File: config.mk
export PLATFORM = sky130hd
export DESIGN_NAME = uart_rx_unit_flat
export DESIGN_NICKNAME = d
export VERILOG_FILES = /design/src/rtl/uart_rx_unit_if.sv /design/src/rtl/uart_rx_unit.sv /design/src/flat_wrapper.sv
export SDC_FILE = /design/constraint.sdc
export NUM_CORES = 1
export LEC_CHECK = 0
export ABC_AREA = 1
export BUFFER_PORTS_ARGS = -buffer_cell sky130_fd_sc_hd__buf_2
export CORE_UTILIZATION = 58
export DETAILED_ROUTE_END_ITERATION = 7
export PLACE_DENSITY = 0.78
export SLEW_MARGIN = 20
export SYNTH_ARGS = -nofsm -noshare
export SYNTH_HDL_FRONTEND = slang
export SYNTH_SLANG_ARGS = --single-unit
File: constraint.sdc
create_clock -name clk -period 3.5 [get_ports clk]
set_clock_uncertainty 0.2 [all_clocks]
set_input_delay 1.05 -clock clk [delete_from_list [all_inputs] [get_ports clk]]
set_output_delay 1.05 -clock clk [all_outputs]
set_load 0.02 [all_outputs]
File: src/rtl/uart_rx_unit_if.sv
// Byte-side interface of the UART receiver: framed data plus status strobes.
// The receiver drives it as master; echo/command units consume it as slave.
interface uart_rx_unit_if;
  logic [7:0] rx_data;
  logic       rx_ready;
  logic       frame_err;
  logic       rx_idle;

  modport master (output rx_data, rx_ready, frame_err, rx_idle);
  modport slave  (input  rx_data, rx_ready, frame_err, rx_idle);
endinterface

File: src/rtl/uart_rx_unit.sv
// 8N1 UART receiver: 2-flop synchronizer, mid-bit sampling, glitch-rejecting
// start detection, stop-bit framing check, break wait after a framing error.
module uart_rx_unit #(
  parameter int clk_freq = 12_000_000,
  parameter int baud     = 115200
) (
  input  logic           clk,
  input  logic           resetn,
  input  logic           rx,
  uart_rx_unit_if.master rxo
);
  localparam int BIT_CNT  = clk_freq / baud;
  localparam int HALF_CNT = BIT_CNT / 2;
  localparam int CW       = (BIT_CNT > 2) ? $clog2(BIT_CNT) : 2;
  localparam logic [CW-1:0] BIT_M1  = CW'(BIT_CNT - 1);
  localparam logic [CW-1:0] HALF_M1 = CW'(HALF_CNT - 1);

  if (BIT_CNT < 4) begin : g_bad_cfg
    $error("uart_rx_unit: clk_freq/baud must be at least 4");
  end

  typedef enum logic [2:0] {S_IDLE, S_START, S_DATA, S_STOP, S_BREAK} state_t;

  state_t        state, state_nx;
  logic [CW-1:0] cnt, cnt_nx;
  logic [2:0]    bit_idx, bit_idx_nx;
  logic [7:0]    shreg, shreg_nx;
  logic [7:0]    data_q, data_nx;
  logic          rdy_q, rdy_nx;
  logic          ferr_q, ferr_nx;
  logic          sync1, rx_s, rx_s_d;

  // Synchronizer resets to the idle-line level so reset release alone is not a start edge.
  always_ff @(posedge clk or negedge resetn) begin
    if (!resetn) begin
      sync1  <= 1'b1;
      rx_s   <= 1'b1;
      rx_s_d <= 1'b1;
    end else begin
      sync1  <= rx;
      rx_s   <= sync1;
      rx_s_d <= rx_s;
    end
  end

  always_ff @(posedge clk or negedge resetn) begin
    if (!resetn) begin
      state   <= S_IDLE;
      cnt     <= '0;
      bit_idx <= '0;
      shreg   <= '0;
      data_q  <= '0;
      rdy_q   <= 1'b0;
      ferr_q  <= 1'b0;
    end else begin
      state   <= state_nx;
      cnt     <= cnt_nx;
      bit_idx <= bit_idx_nx;
      shreg   <= shreg_nx;
      data_q  <= data_nx;
      rdy_q   <= rdy_nx;
      ferr_q  <= ferr_nx;
    end
  end

  always_comb begin
    state_nx   = state;
    cnt_nx     = cnt + 1'b1;
    bit_idx_nx = bit_idx;
    shreg_nx   = shreg;
    data_nx    = data_q;
    rdy_nx     = 1'b0;
    ferr_nx    = 1'b0;
    case (state)
      S_IDLE: begin
        if (rx_s_d && !rx_s) begin
          state_nx = S_START;
          cnt_nx   = '0;
        end
      end
      S_START: begin
        // Re-check the line half a bit in; a high here was only a glitch.
        if (cnt == HALF_M1) begin
          cnt_nx = '0;
          if (!rx_s) begin
            state_nx   = S_DATA;
            bit_idx_nx = '0;
          end else begin
            state_nx = S_IDLE;
          end
        end
      end
      S_DATA: begin
        if (cnt == BIT_M1) begin
          cnt_nx   = '0;
          shreg_nx = {rx_s, shreg[7:1]};
          if (bit_idx == 3'd7) state_nx = S_STOP;
          else                 bit_idx_nx = bit_idx + 3'd1;
        end
      end
      S_STOP: begin
        if (cnt == BIT_M1) begin
          cnt_nx = '0;
          if (rx_s) begin
            data_nx  = shreg;
            rdy_nx   = 1'b1;
            state_nx = S_IDLE;
          end else begin
            ferr_nx  = 1'b1;
            state_nx = S_BREAK;
          end
        end
      end
      S_BREAK: begin
        // A held-low line must go high before a new start edge can be seen.
        if (rx_s) begin
          state_nx = S_IDLE;
          cnt_nx   = '0;
        end
      end
      default: begin
        state_nx = S_IDLE;
        cnt_nx   = '0;
      end
    endcase
  end

  assign rxo.rx_data   = data_q;
  assign rxo.rx_ready  = rdy_q;
  assign rxo.frame_err = ferr_q;
  assign rxo.rx_idle   = (state == S_IDLE);
endmodule

File: src/flat_wrapper.sv
// flat-port wrapper written by rule: the top's interface ports become plain ports
module uart_rx_unit_flat 
#(
  parameter int clk_freq = 12_000_000,
  parameter int baud     = 115200
)
  (clk, resetn, rx, rxo_rx_data, rxo_rx_ready, rxo_frame_err, rxo_rx_idle);
  uart_rx_unit_if rxo_i ();
  input  logic clk;
  input  logic resetn;
  input  logic rx;
  output wire logic [$bits(rxo_i.rx_data)-1:0] rxo_rx_data;
  output wire logic [$bits(rxo_i.rx_ready)-1:0] rxo_rx_ready;
  output wire logic [$bits(rxo_i.frame_err)-1:0] rxo_frame_err;
  output wire logic [$bits(rxo_i.rx_idle)-1:0] rxo_rx_idle;
  assign rxo_rx_data = rxo_i.rx_data;
  assign rxo_rx_ready = rxo_i.rx_ready;
  assign rxo_frame_err = rxo_i.frame_err;
  assign rxo_rx_idle = rxo_i.rx_idle;
  uart_rx_unit #(.clk_freq(clk_freq), .baud(baud)) u_core (.clk(clk), .resetn(resetn), .rx(rx), .rxo(rxo_i));
endmodule
==> run_results.csv <==
group,metric,value,unit
status,status,"completed",
yosys,yosysWarnings,0,
flow_run,max_cap_viol_count,0,
setup_path,start_kind,"flip-flop",
yosys,ys_top_cells_by_area,"dfrtp_1, nand2_1, inv_1, o21ai_0, dfstp_2",
timing,grt_setup_unrepaired,"false",
yosys,syn_nets,190,
setup_path,cp-end-kind,"primary output",
floorplan,ios,14,
drt,vias_per_cell,4.96,
global_route,grt_max_degree,35,
drt,drt_iter0_drc,19,
floorplan,die_area,0.00291,sq mm
setup_path,r2r_cells,6,
global_route,antenna_found_initial,0,
clock_network,clockBufferDepth,2,
global_route,grt-ovfl-total,0,
yosys,synth-compound-area-share,7.37,%
clock_network,cts_setup_buffers,0,
yosys,yosysTopAreaCell,"dfrtp_1",
layout,final_nets,207,
pwr,p_leak,0.961,nW
yosys,synth.top_cell.area_share,49.6,%
yosys,syn_area,0.00156,sq mm
timing,fmax,400,MHz
layout,diodes,0,
timing,min_period,2.50,ns
yosys,synthFlopType,"dfrtp_1",
setup_path,worstPathRequired,2.25,ns
hold_path,hp-start,"u_core.sync1",
clock_network,cts_tree,"done",
clock_network,cts-root-buf,"clkbuf_4",
setup_path,worstPathMaxFanout,5,
floorplan,coreArea,0.00252,sq mm
timing,period_share,71.5,%
hold_path,min_path_type,"flip-flop to flip-flop",
drt,wl_per_cell,11.2,um
floorplan,die_x,53.9,um
setup_path,critPathMaxStageDelay,0.46,ns
setup_path,path_class,"flip-flop to primary output",
yosys,synthMuxAreaShare,0,%
yosys,synthAdderAreaFrac,2.40,%
clock_network,ctsResizeCount,0,
drt,vias,1151,
yosys,synthCells,184,
global_route,gr-usage-all-layers,22.3,%
setup_path,worst_path_max_delay_cell,"dfrtp_1",
yosys,async_reset_ff_share,100,%
global_route,grt_pass1_wl,4.36,mm
floorplan,fp.dieH,53.9,um
setup_path,cp.arrival,1.25,ns
yosys,synth-xor-area-share,2.24,%
yosys,ys_ff_latch,34,
floorplan,start_util,62.0,%
yosys,avgSynthCellArea,8.49,sq um
placed_design,port_buffers,13,
setup_path,cp_cell_sequence,"inv_1, nand2_1, nor2_1, buf_2",
setup_path,reg2reg_slack,1.42,ns
global_route,grt_pass1_vias,1043,
layout,area.growth.synth_to_final,9.29,%
timing,holdWs,0.161,ns
timing,finalHoldViolations,0,
setup_path,reg2reg_from,"u_core.cnt[0]",
pwr,p_per_area,569,mW/mm^2
hold_path,hold_path_depth,0,
yosys,ys_seq_area_share,54.7,%
yosys,synth_most_common_cell,"nand2_1",
placed_design,place_congestion,0.833,
drt,dr.pass1.iters,4,
timing,relSlewSlack,51.6,%
yosys,synth_edf_count,0,
pwr,worst_ir_drop_vdd,0.000453,V
clock_network,clock-sinks,34,
setup_path,timing.rr.end,"u_core.rxo.rx_data[5]",
hold_path,min_to,"u_core.rx_s",
clock_network,insertion_delay,0.35,ns
drt,drtAntennaViolNets,0,
yosys,netlist_top_cells_count,"nand2_1, dfrtp_1, inv_1, nor2_1, o21ai_0",
yosys,synth_top_family_by_area,"simple AND/OR/NAND/NOR gates",
clock_network,h-tree-depth,2,
timing,tightest_slew,0.727,ns
timing,setup_viol,0,
yosys,yosys.area_share.simple,25.0,%
clock_network,cts_buffers,5,
timing,tns,0,ns
timing,drv_slew,0,
drt,drcViolationCount,0,
placed_design,place_hpwl,1.83,mm
clock_network,ctsHoldBuffers,0,
yosys,ys_types,23,
drt,wl,2.61,mm
clock_network,clk_pin_slew,0.10,ns
layout,layout-drive-gt1-share,16.3,%
floorplan,rows,18,
==> placed cells by master (no fill, tap or decap) <==
| master | count |
|---|---|
| and2_1 | 1 |
| dfstp_2 | 3 |
| nor3_1 | 1 |
| buf_2 | 13 |
| clkinv_2 | 1 |
| nor2_1 | 16 |
| nand3_1 | 8 |
| ha_1 | 3 |
| nand3b_1 | 1 |
| dfrtp_1 | 31 |
| nand2_2 | 3 |
| xnor2_1 | 1 |
| a21oi_1 | 1 |
| nand2_1 | 57 |
| inv_2 | 1 |
| a31o_2 | 1 |
| nor2_4 | 2 |
| clkbuf_8 | 1 |
| a31oi_1 | 2 |
| o21ai_2 | 1 |
| o21ai_0 | 16 |
| nor3_4 | 1 |
| clkinvlp_4 | 1 |
| clkbuf_4 | 5 |
| inv_1 | 28 |
| xor2_1 | 3 |
==> flip-flops by register name, summed over array words and instances (netlist names) <==
signal	count
u_core.rx_s	1
u_core.rxo.rx_ready	1
u_core.cnt	7
u_core.sync1	1
u_core.rxo.frame_err	1
u_core.rx_s_d	1
u_core.state	3
u_core.bit_idx	3
u_core.rxo.rx_data	8
u_core.shreg	8
==> metrics by stage <==
step / power [mW] / area, sq um / utilization (%) / setup slack [ns] / instances
4_1_cts: 0.981 / 1710 / 67.7 / 0.985 / 232
6_report: 0.972 / 1710 / 67.7 / 0.997 / 232
3_5_place_dp: 0.746 / 1640 / 65.2 / 1.39 / 224
5_1_grt: 1.04 / 1710 / 67.7 / 0.922 / 232
3_3_place_gp: 0.729 / 1640 / 65.2 / 1.42 / 224
2_1_floorplan: 0.680 / 1560 / - / 1.38 / 184
==> worst max-delay path by stage <==
stage | from | to | slack (ns) | cells past startpoint
2_1_floorplan | u_core.state[2] | rxo_rx_idle | 1.38 | 3
3_3_place_gp | u_core.state[2] | rxo_rx_idle | 1.42 | 4
3_5_place_dp | u_core.state[2] | rxo_rx_idle | 1.39 | 4
4_1_cts | u_core.state[2] | rxo_rx_idle | 0.98 | 4
5_1_grt | u_core.state[2] | rxo_rx_idle | 0.92 | 4
6_report | u_core.state[2] | rxo_rx_idle | 1.0 | 4
==> critical path: cells and delay by family, from the launching register on <==
kind                   cells  cell delay, ns
DFF                        1            0.46
buffers and inverters      2            0.27
and+or+nand+nor            2            0.18
==> area by class of cell <==
class	instances	area (sq um)
flip-flops and latches	34	855
fillers	201	815
well taps	30	37.5
clock inverters	2	12.5
clock buffers	6	51.3
repair buffers	13	65.1
multi-input cells	118	578
inverters	29	109
==> metal layers <==
layer	wire [um]	vias to the layer above	GRT usage, %
met1	1210	529	26.9
li1	-	596	-
met4	66	0	10.1
met3	113	9	9.60
met2	1220	17	34.4
met5	0	-	0
==> cells by family (layout without fill, tap and decap cells) <==
| kind of cell | after synthesis | after routing |
|---|---|---|
| AND/OR/NAND/NOR | 90 | 90 |
| AO/OA/AOI/OAI | 21 | 21 |
| flip-flops | 34 | 34 |
| XOR/XNOR | 4 | 4 |
| adder cells (fa/ha/maj) | 3 | 3 |
| buffers and inverters | 32 | 50 |
==> where the power goes <==
part / leakage (nW) / switching, mW / internal (mW)
Sequential: 0.457 / 0.0366 / 0.433
Combinational: 0.469 / 0.184 / 0.0858
Clock: 0.0343 / 0.136 / 0.0965
Power figures use the tool's default switching activity.
